[config.mk]
export PLATFORM = sky130hd
export DESIGN_NAME = shift_reg_scheduler_flat
export DESIGN_NICKNAME = d
export VERILOG_FILES = /design/src/rtl/shift_reg_scheduler_if.sv /design/src/rtl/shift_reg_scheduler.sv /design/src/flat_wrapper.sv
export SDC_FILE = /design/constraint.sdc
export NUM_CORES = 1
export LEC_CHECK = 0
export BUFFER_PORTS_ARGS = -buffer_cell sky130_fd_sc_hd__buf_2
export CAP_MARGIN = 10
export CORE_ASPECT_RATIO = 1.1
export CORE_MARGIN = 5
export CORE_UTILIZATION = 47
export DETAILED_ROUTE_END_ITERATION = 10
export HOLD_SLACK_MARGIN = 0.02
export PLACE_DENSITY = 0.74
export SYNTH_ARGS = -nofsm -noshare
export SYNTH_HDL_FRONTEND = slang
export SYNTH_SLANG_ARGS = --single-unit
[constraint.sdc]
create_clock -name Clk -period 1.99 [get_ports Clk]
set_clock_uncertainty 0.05 [all_clocks]
set_input_delay 0.398 -clock Clk [delete_from_list [all_inputs] [get_ports Clk]]
set_output_delay 0.398 -clock Clk [all_outputs]
set_load 0.01 [all_outputs]
[src/rtl/shift_reg_scheduler_if.sv]
// Requester / shift-register side of the shared serial-in register scheduler.
// The scheduler connects through the slave modport, its environment through master.
interface shift_reg_scheduler_if #(
   parameter int WIDTH = 4
);
   logic [1:0]       Req;
   logic [WIDTH-1:0] Data0;
   logic [WIDTH-1:0] Data1;
   logic [WIDTH-1:0] X_in;
   logic [1:0]       Gnt;
   logic             SO;
   logic             Shift;
   logic             Busy;
   logic             Owner;
   logic [WIDTH-1:0] Result;
   logic             Match;
   logic             Done;

   modport master (
      output Req, Data0, Data1, X_in,
      input  Gnt, SO, Shift, Busy, Owner, Result, Match, Done
   );

   modport slave (
      input  Req, Data0, Data1, X_in,
      output Gnt, SO, Shift, Busy, Owner, Result, Match, Done
   );
endinterface

[src/rtl/shift_reg_scheduler.sv]
// Round-robin scheduler that serialises one of two requester words MSB-first
// into a shared shift register, then checks the parallel readback.
module shift_reg_scheduler #(
   parameter int WIDTH = 4,
   parameter int GAP   = 1
) (
   input  logic                   Clk,
   input  logic                   Rst,
   shift_reg_scheduler_if.slave   bus
);
   localparam int CW = $clog2(WIDTH + 1);
   localparam int GW = $clog2(GAP + 1);

   typedef enum logic [2:0] {
      IDLE,
      LOAD,
      SHIFT,
      CHECK,
      GAPS
   } state_t;

   state_t           state;
   logic [WIDTH-1:0] sreg;
   logic [WIDTH-1:0] sent;
   logic [CW-1:0]    cnt;
   logic [GW-1:0]    gcnt;
   logic             last_srv;
   logic             pick;
   logic [WIDTH-1:0] data_sel;

   // On contention the requester that was not served last wins
   always_comb begin
      pick = bus.Req[1];
      if (bus.Req == 2'b11) pick = ~last_srv;
   end

   always_comb begin
      data_sel = bus.Data0;
      if (bus.Owner) data_sel = bus.Data1;
   end

   always_ff @(posedge Clk or posedge Rst) begin
      if (Rst) begin
         state      <= IDLE;
         sreg       <= '0;
         sent       <= '0;
         cnt        <= '0;
         gcnt       <= '0;
         last_srv   <= 1'b1;
         bus.Gnt    <= '0;
         bus.SO     <= 1'b0;
         bus.Shift  <= 1'b0;
         bus.Busy   <= 1'b0;
         bus.Owner  <= 1'b0;
         bus.Result <= '0;
         bus.Match  <= 1'b0;
         bus.Done   <= 1'b0;
      end else begin
         bus.Gnt  <= '0;
         bus.Done <= 1'b0;
         unique case (state)
            IDLE: begin
               if (|bus.Req) begin
                  state     <= LOAD;
                  bus.Busy  <= 1'b1;
                  bus.Owner <= pick;
                  bus.Gnt   <= pick ? 2'b10 : 2'b01;
               end
            end
            // SO/Shift are set one edge early so they are valid in SHIFT
            LOAD: begin
               sent      <= data_sel;
               sreg      <= data_sel << 1;
               bus.SO    <= data_sel[WIDTH-1];
               bus.Shift <= 1'b1;
               cnt       <= '0;
               state     <= SHIFT;
            end
            SHIFT: begin
               if (cnt == CW'(WIDTH - 1)) begin
                  bus.Shift <= 1'b0;
                  bus.SO    <= 1'b0;
                  state     <= CHECK;
               end else begin
                  cnt    <= cnt + 1'b1;
                  bus.SO <= sreg[WIDTH-1];
                  sreg   <= sreg << 1;
               end
            end
            CHECK: begin
               bus.Result <= bus.X_in;
               bus.Match  <= (bus.X_in == sent);
               bus.Done   <= 1'b1;
               last_srv   <= bus.Owner;
               gcnt       <= '0;
               state      <= GAPS;
            end
            GAPS: begin
               if (gcnt == GW'(GAP - 1)) begin
                  bus.Busy <= 1'b0;
                  state    <= IDLE;
               end else begin
                  gcnt <= gcnt + 1'b1;
               end
            end
            default: state <= IDLE;
         endcase
      end
   end
endmodule

[src/flat_wrapper.sv]
// flat-port wrapper written by rule: the top's interface ports become plain ports
module shift_reg_scheduler_flat 
#(
   parameter int WIDTH = 4,
   parameter int GAP   = 1
)
  (Clk, Rst, bus_Req, bus_Data0, bus_Data1, bus_X_in, bus_Gnt, bus_SO, bus_Shift, bus_Busy, bus_Owner, bus_Result, bus_Match, bus_Done);
  shift_reg_scheduler_if #(.WIDTH(WIDTH)) bus_i ();
  input  logic Clk;
  input  logic Rst;
  input wire logic [$bits(bus_i.Req)-1:0] bus_Req;
  input wire logic [$bits(bus_i.Data0)-1:0] bus_Data0;
  input wire logic [$bits(bus_i.Data1)-1:0] bus_Data1;
  input wire logic [$bits(bus_i.X_in)-1:0] bus_X_in;
  output wire logic [$bits(bus_i.Gnt)-1:0] bus_Gnt;
  output wire logic [$bits(bus_i.SO)-1:0] bus_SO;
  output wire logic [$bits(bus_i.Shift)-1:0] bus_Shift;
  output wire logic [$bits(bus_i.Busy)-1:0] bus_Busy;
  output wire logic [$bits(bus_i.Owner)-1:0] bus_Owner;
  output wire logic [$bits(bus_i.Result)-1:0] bus_Result;
  output wire logic [$bits(bus_i.Match)-1:0] bus_Match;
  output wire logic [$bits(bus_i.Done)-1:0] bus_Done;
  assign bus_i.Req = bus_Req;
  assign bus_i.Data0 = bus_Data0;
  assign bus_i.Data1 = bus_Data1;
  assign bus_i.X_in = bus_X_in;
  assign bus_Gnt = bus_i.Gnt;
  assign bus_SO = bus_i.SO;
  assign bus_Shift = bus_i.Shift;
  assign bus_Busy = bus_i.Busy;
  assign bus_Owner = bus_i.Owner;
  assign bus_Result = bus_i.Result;
  assign bus_Match = bus_i.Match;
  assign bus_Done = bus_i.Done;
  shift_reg_scheduler #(.WIDTH(WIDTH), .GAP(GAP)) u_core (.Clk(Clk), .Rst(Rst), .bus(bus_i));
endmodule
Word-level counts from Yosys, hierarchy flattened
Cells that the tools add are included.
{"block": "word_totals", "wordCells": 61, "reg_bits": 28, "in_bits": 16, "out_inout_bits": 12}
{"block": "classes", "reduce_logical": 10, "n_eq_ne": 11, "muxes": 23, "add_sub_neg": 2, "bitwise_logic": 1}
{"op": "case mux 3 bit (5 select lines)", "n": 1}
{"op": "two-way mux 3 bit", "n": 4}
{"op": "equality test 3 x 2 -> 1 bit (second input constant)", "n": 3}
{"op": "two-way mux 4 bit", "n": 2}
{"op": "case mux 1 bit (2 select lines)", "n": 4}
{"op": "case mux 4 bit (2 select lines)", "n": 1}
{"op": "two-way mux 1 bit", "n": 7}
{"op": "two-way mux 2 bit", "n": 3}
{"op": "case mux 3 bit (2 select lines)", "n": 1}
{"op": "AND reduction 2 bit", "n": 3}
{"op": "AND reduction 3 bit", "n": 2}
{"op": "nonzero test 2 bit", "n": 3}
{"op": "equality test 4 bit", "n": 1}
{"op": "inequality test 2 x 1 -> 1 bit (second input constant)", "n": 2}
{"op": "inequality test 2 bit (second input constant)", "n": 2}
{"op": "adder 3 x 1 -> 3 bit (second input constant)", "n": 1}
{"op": "equality test 3 x 1 -> 1 bit (second input constant)", "n": 1}
{"op": "equality test 3 bit (second input constant)", "n": 1}
{"op": "logical NOT 3 bit", "n": 1}
{"op": "equality test 2 bit (second input constant)", "n": 1}
{"op": "OR reduction 2 bit", "n": 1}
{"op": "adder 1 bit (second input constant)", "n": 1}
{"op": "inverter 1 bit", "n": 1}

Logic depth before layout (Yosys ltp)
{"block": "logic_depth", "depth_word": 5, "ltp_mapped": 5, "ltp_nobuf": 5}

Worst setup path before layout
OpenSTA, ideal clock, no wires.
{"block": "synth_path", "path_kind": "reg-to-reg", "start": "register u_core.cnt[0]", "end": "register u_core.cnt[0]", "setup_slack_ns": 0.104, "n_path_buf": 0, "arrival_time_ns": 1.711, "path_stages_with_launch": 6, "setup_ns": 0.125, "required_time_ns": 1.815, "period_less_slack_ns": 1.886, "cell_sequence": "dfrtp_1 ha_1 ha_1 or3b_4 a21oi_4 mux2_4"}
{"block": "synth_between", "elab_chain_cells": 3, "word_cells_on_any_way": 6, "classes_between": "add/sub (1); eq/ne (2); mux (2); reduce/logical (1)"}
{"item": "start, declared", "line_no": "shift_reg_scheduler.sv:25", "source": "logic [CW-1:0] cnt;"}
{"item": "start signal, assigned", "line_no": "shift_reg_scheduler.sv:85", "source": "cnt <= cnt + 1'b1;"}
{"item": "adder 3 x 1 -> 3 bit / equality test 3 x 2 -> 1 bit (equally long branches)", "line_no": "shift_reg_scheduler.sv:85, shift_reg_scheduler.sv:80"}
{"item": "two-way mux 3 bit / inequality test 2 bit (equally long branches)"}
{"item": "case mux 3 bit (2 select lines) / AND reduction 2 bit (equally long branches)"}
Several ways; a longest one is shown, not always the timed one. The select of a mux whose other input is x is not followed.
A chain may end at the register's enable or synchronous reset.

Worst setup path in the final report
Ends and elaborated chain as after synthesis.

==> out/metrics.cfg <==
[placement]
gp_congestion=0.746
hpwlAfterDp_microns=1730
dp_cells=169
port_buffers=27
preCtsSetupSlack_ns=0.0448
placed_area_sq_um=1360

[route]
drt-initial-drc-count=8
antenna_left=0
wl_microns=2220
drc_errors=0
num_vias=832
avgViaCountPerCell=4.75
detail_route.wl_per_cell_microns=12.7
dr.pass1.iters=4

[timing]
fin_crit_ns=1.91
setup_viol=0
timing.final.ws_setup_ns=0.0765
tightest_slew_ns=0.386
maxSlewViolCount=0
slew_headroom_pct=74.0
hold_violations=0
fmax_mhz=523
finalSetupTns_ns=0
timing.hold.ws_ns=0.210
timing.final.crit_share_pct=96.2
rsz0062_at_grt=no

[synthesis]
syn_avg_cell_area_sq_um=10.6
synthCells=114
ys_warn_count=0
synth_nets=132
synth-seq-cells=26
netlist_area_sq_um=1200
synthTopCellsByArea=dfrtp_1 52%, nand2_1 8.7%, mux2i_1 5.8%, mux2_4 3.7%, xnor2_1 2.9%
ys_seq_area_share_pct=54.2
synth_top_area_share_pct=52.0
synth_area_leader_cell=dfrtp_1
synth_cell_types=30

[cts]
cts_buffers=3
htree_levels=1
cts_tree=yes
clock-root-buffer=clkbuf_4
clk_pin_slew_ns=0.12
cts_max_path_buffers=2
clk_latency_ns=0.31
clock_sinks=26

[die]
die_w_microns=58.3
coreArea_sq_um=2470
io_pins=28
start_util_pct=48.7
num_rows=19
die_area_sq_um=3670
die_height_microns=63.1

[setup_path]
slowest_delay_ns=0.42
cp.required_ns=2.15
end_kind=flip-flop
critPathLaunchType=flip-flop
critPathSlowestCell=dfrtp_1
path_class=flip-flop to flip-flop
crit_path_cell_trace=ha_1, ha_2, or3b_4, a21oi_4, mux2_4
arrival_ns=2.07
critPathMaxFanout=5

[pwr]
p_per_area_nw_per_um2=1450
p_total_mw=2.04
vdd_drop_max_v=0.000798
leakage_nw=0.735

[global_route]
track_usage_pct=13.5
antenna_found_initial=0
grt_pass1_vias=881
grt_pass1_wl_microns=3880
grt.overflow.total=0
grt_max_degree=19

[status]
outcome=complete, no violations

[finish]
final_common_cell=nand2_1
seq_area_sq_um=652
nFillCells=223
diodes=0
finish.utilization_pct=57.0
layout.nets=163
multi_input_area_sq_um=492
finish.instance_area_sq_um=1410
drive_above_1_share_pct=30.6
syn_to_final_growth_pct=17.2
final_cell_mix=28 x nand2_1, 27 x buf_2, 25 x dfrtp_1
layout.cells.non_filler=175

[flow_run]
maxCapViolations=0

[worst_hold_path]
hold_class=input pin to flip-flop

## worst paths after layout
check                                 from              endpoint  slack [ns]  cells past startpoint
max in group asynchronous              Rst       u_core.last_srv        0.77                      4
hold / removal                  bus_Req[0]     u_core.bus.Gnt[1]        0.21                      2
min in group asynchronous              Rst  u_core.bus.Result[0]        0.51                      3
hold reg to reg            u_core.last_srv       u_core.last_srv        0.43                      2
setup / recovery             u_core.cnt[0]         u_core.cnt[0]        0.08                      5
setup reg to reg             u_core.cnt[0]         u_core.cnt[0]        0.08                      5
## timing repair
| action | 4_1_cts | 5_1_grt |
|---|---|---|
| resized for setup | 0 | 1 |
| setup endpoints to repair | 0 | 4 |
| setup buffers | 0 | 1 |
| hold buffers | 1 | 0 |
| hold endpoints to repair | 8 | 0 |
## cell type report
class	count	area share, %
multi-input cells	75	34.9
inverters	7	1.86
flip-flops and latches	26	46.2
well taps	31	2.75
clock buffers	4	1.86
repair buffers	32	12.4
## cells in the mapped netlist
| cell | instances |
|---|---|
| nand4_1 | 1 |
| and3_1 | 1 |
| inv_1 | 7 |
| xnor2_1 | 4 |
| nand2b_1 | 3 |
| a21o_1 | 1 |
| nor3b_1 | 3 |
| mux2i_1 | 7 |
| dfstp_2 | 1 |
| or3b_4 | 1 |
| nand2_1 | 28 |
| o22ai_1 | 1 |
| a31o_2 | 1 |
| nor3_1 | 1 |
| dfrtp_1 | 25 |
| buf_6 | 1 |
| or3b_1 | 2 |
| or2_2 | 1 |
| ha_1 | 2 |
| nor2_1 | 4 |
| mux2_2 | 1 |
| a21oi_1 | 4 |
| buf_4 | 1 |
| buf_2 | 2 |
| o21a_1 | 1 |
| clkbuf_1 | 2 |
| o21ai_0 | 3 |
| a21oi_4 | 1 |
| mux2_4 | 3 |
| nand3b_1 | 1 |
## report_power, final
part | switching, mW | internal, mW | total, mW
Combinational | 0.434 | 0.462 | 0.896
Clock | 0.144 | 0.0783 | 0.222
Sequential | 0.174 | 0.752 | 0.927
## flip-flops by register name (all words and copies together) (netlist names)
name,flops
u_core.last_srv,1
u_core.bus.Match,1
u_core.bus.SO,1
u_core.bus.Busy,1
u_core.sreg,3
u_core.bus.Shift,1
u_core.cnt,3
u_core.state,3
u_core.bus.Gnt,2
u_core.bus.Result,4
u_core.bus.Owner,1
u_core.sent,4
u_core.bus.Done,1
## routing by layer
metal	part of all wire [%]	wire, microns	GRT usage (%)
met3	5.9	130	2.24
met2	47	1050	21.6
met5	0	0	0
met4	0.86	19	6.09
met1	46	1020	17.6
## critical path, delay by kind of cell, from the launching register on
family          cells  cell delay [ns]
compound gates      1             0.24
fa+ha+maj           2             0.41
flops               1             0.42
mux                 1             0.32
simple gates        1             0.38
## cells by family (layout without fill, tap and decap cells)
logic type      Yosys count  count (layout)  synth area share [%]
fa+ha+maj                 2               2                  2.08
buf+inv                  13              43                  5.20
simple gates             46              46                  18.4
mux                      11              11                  10.5
compound gates           12              12                  6.76
xor+xnor                  4               4                  2.91
flops                    26              26                  54.2
(Power assumes the default switching activity.)
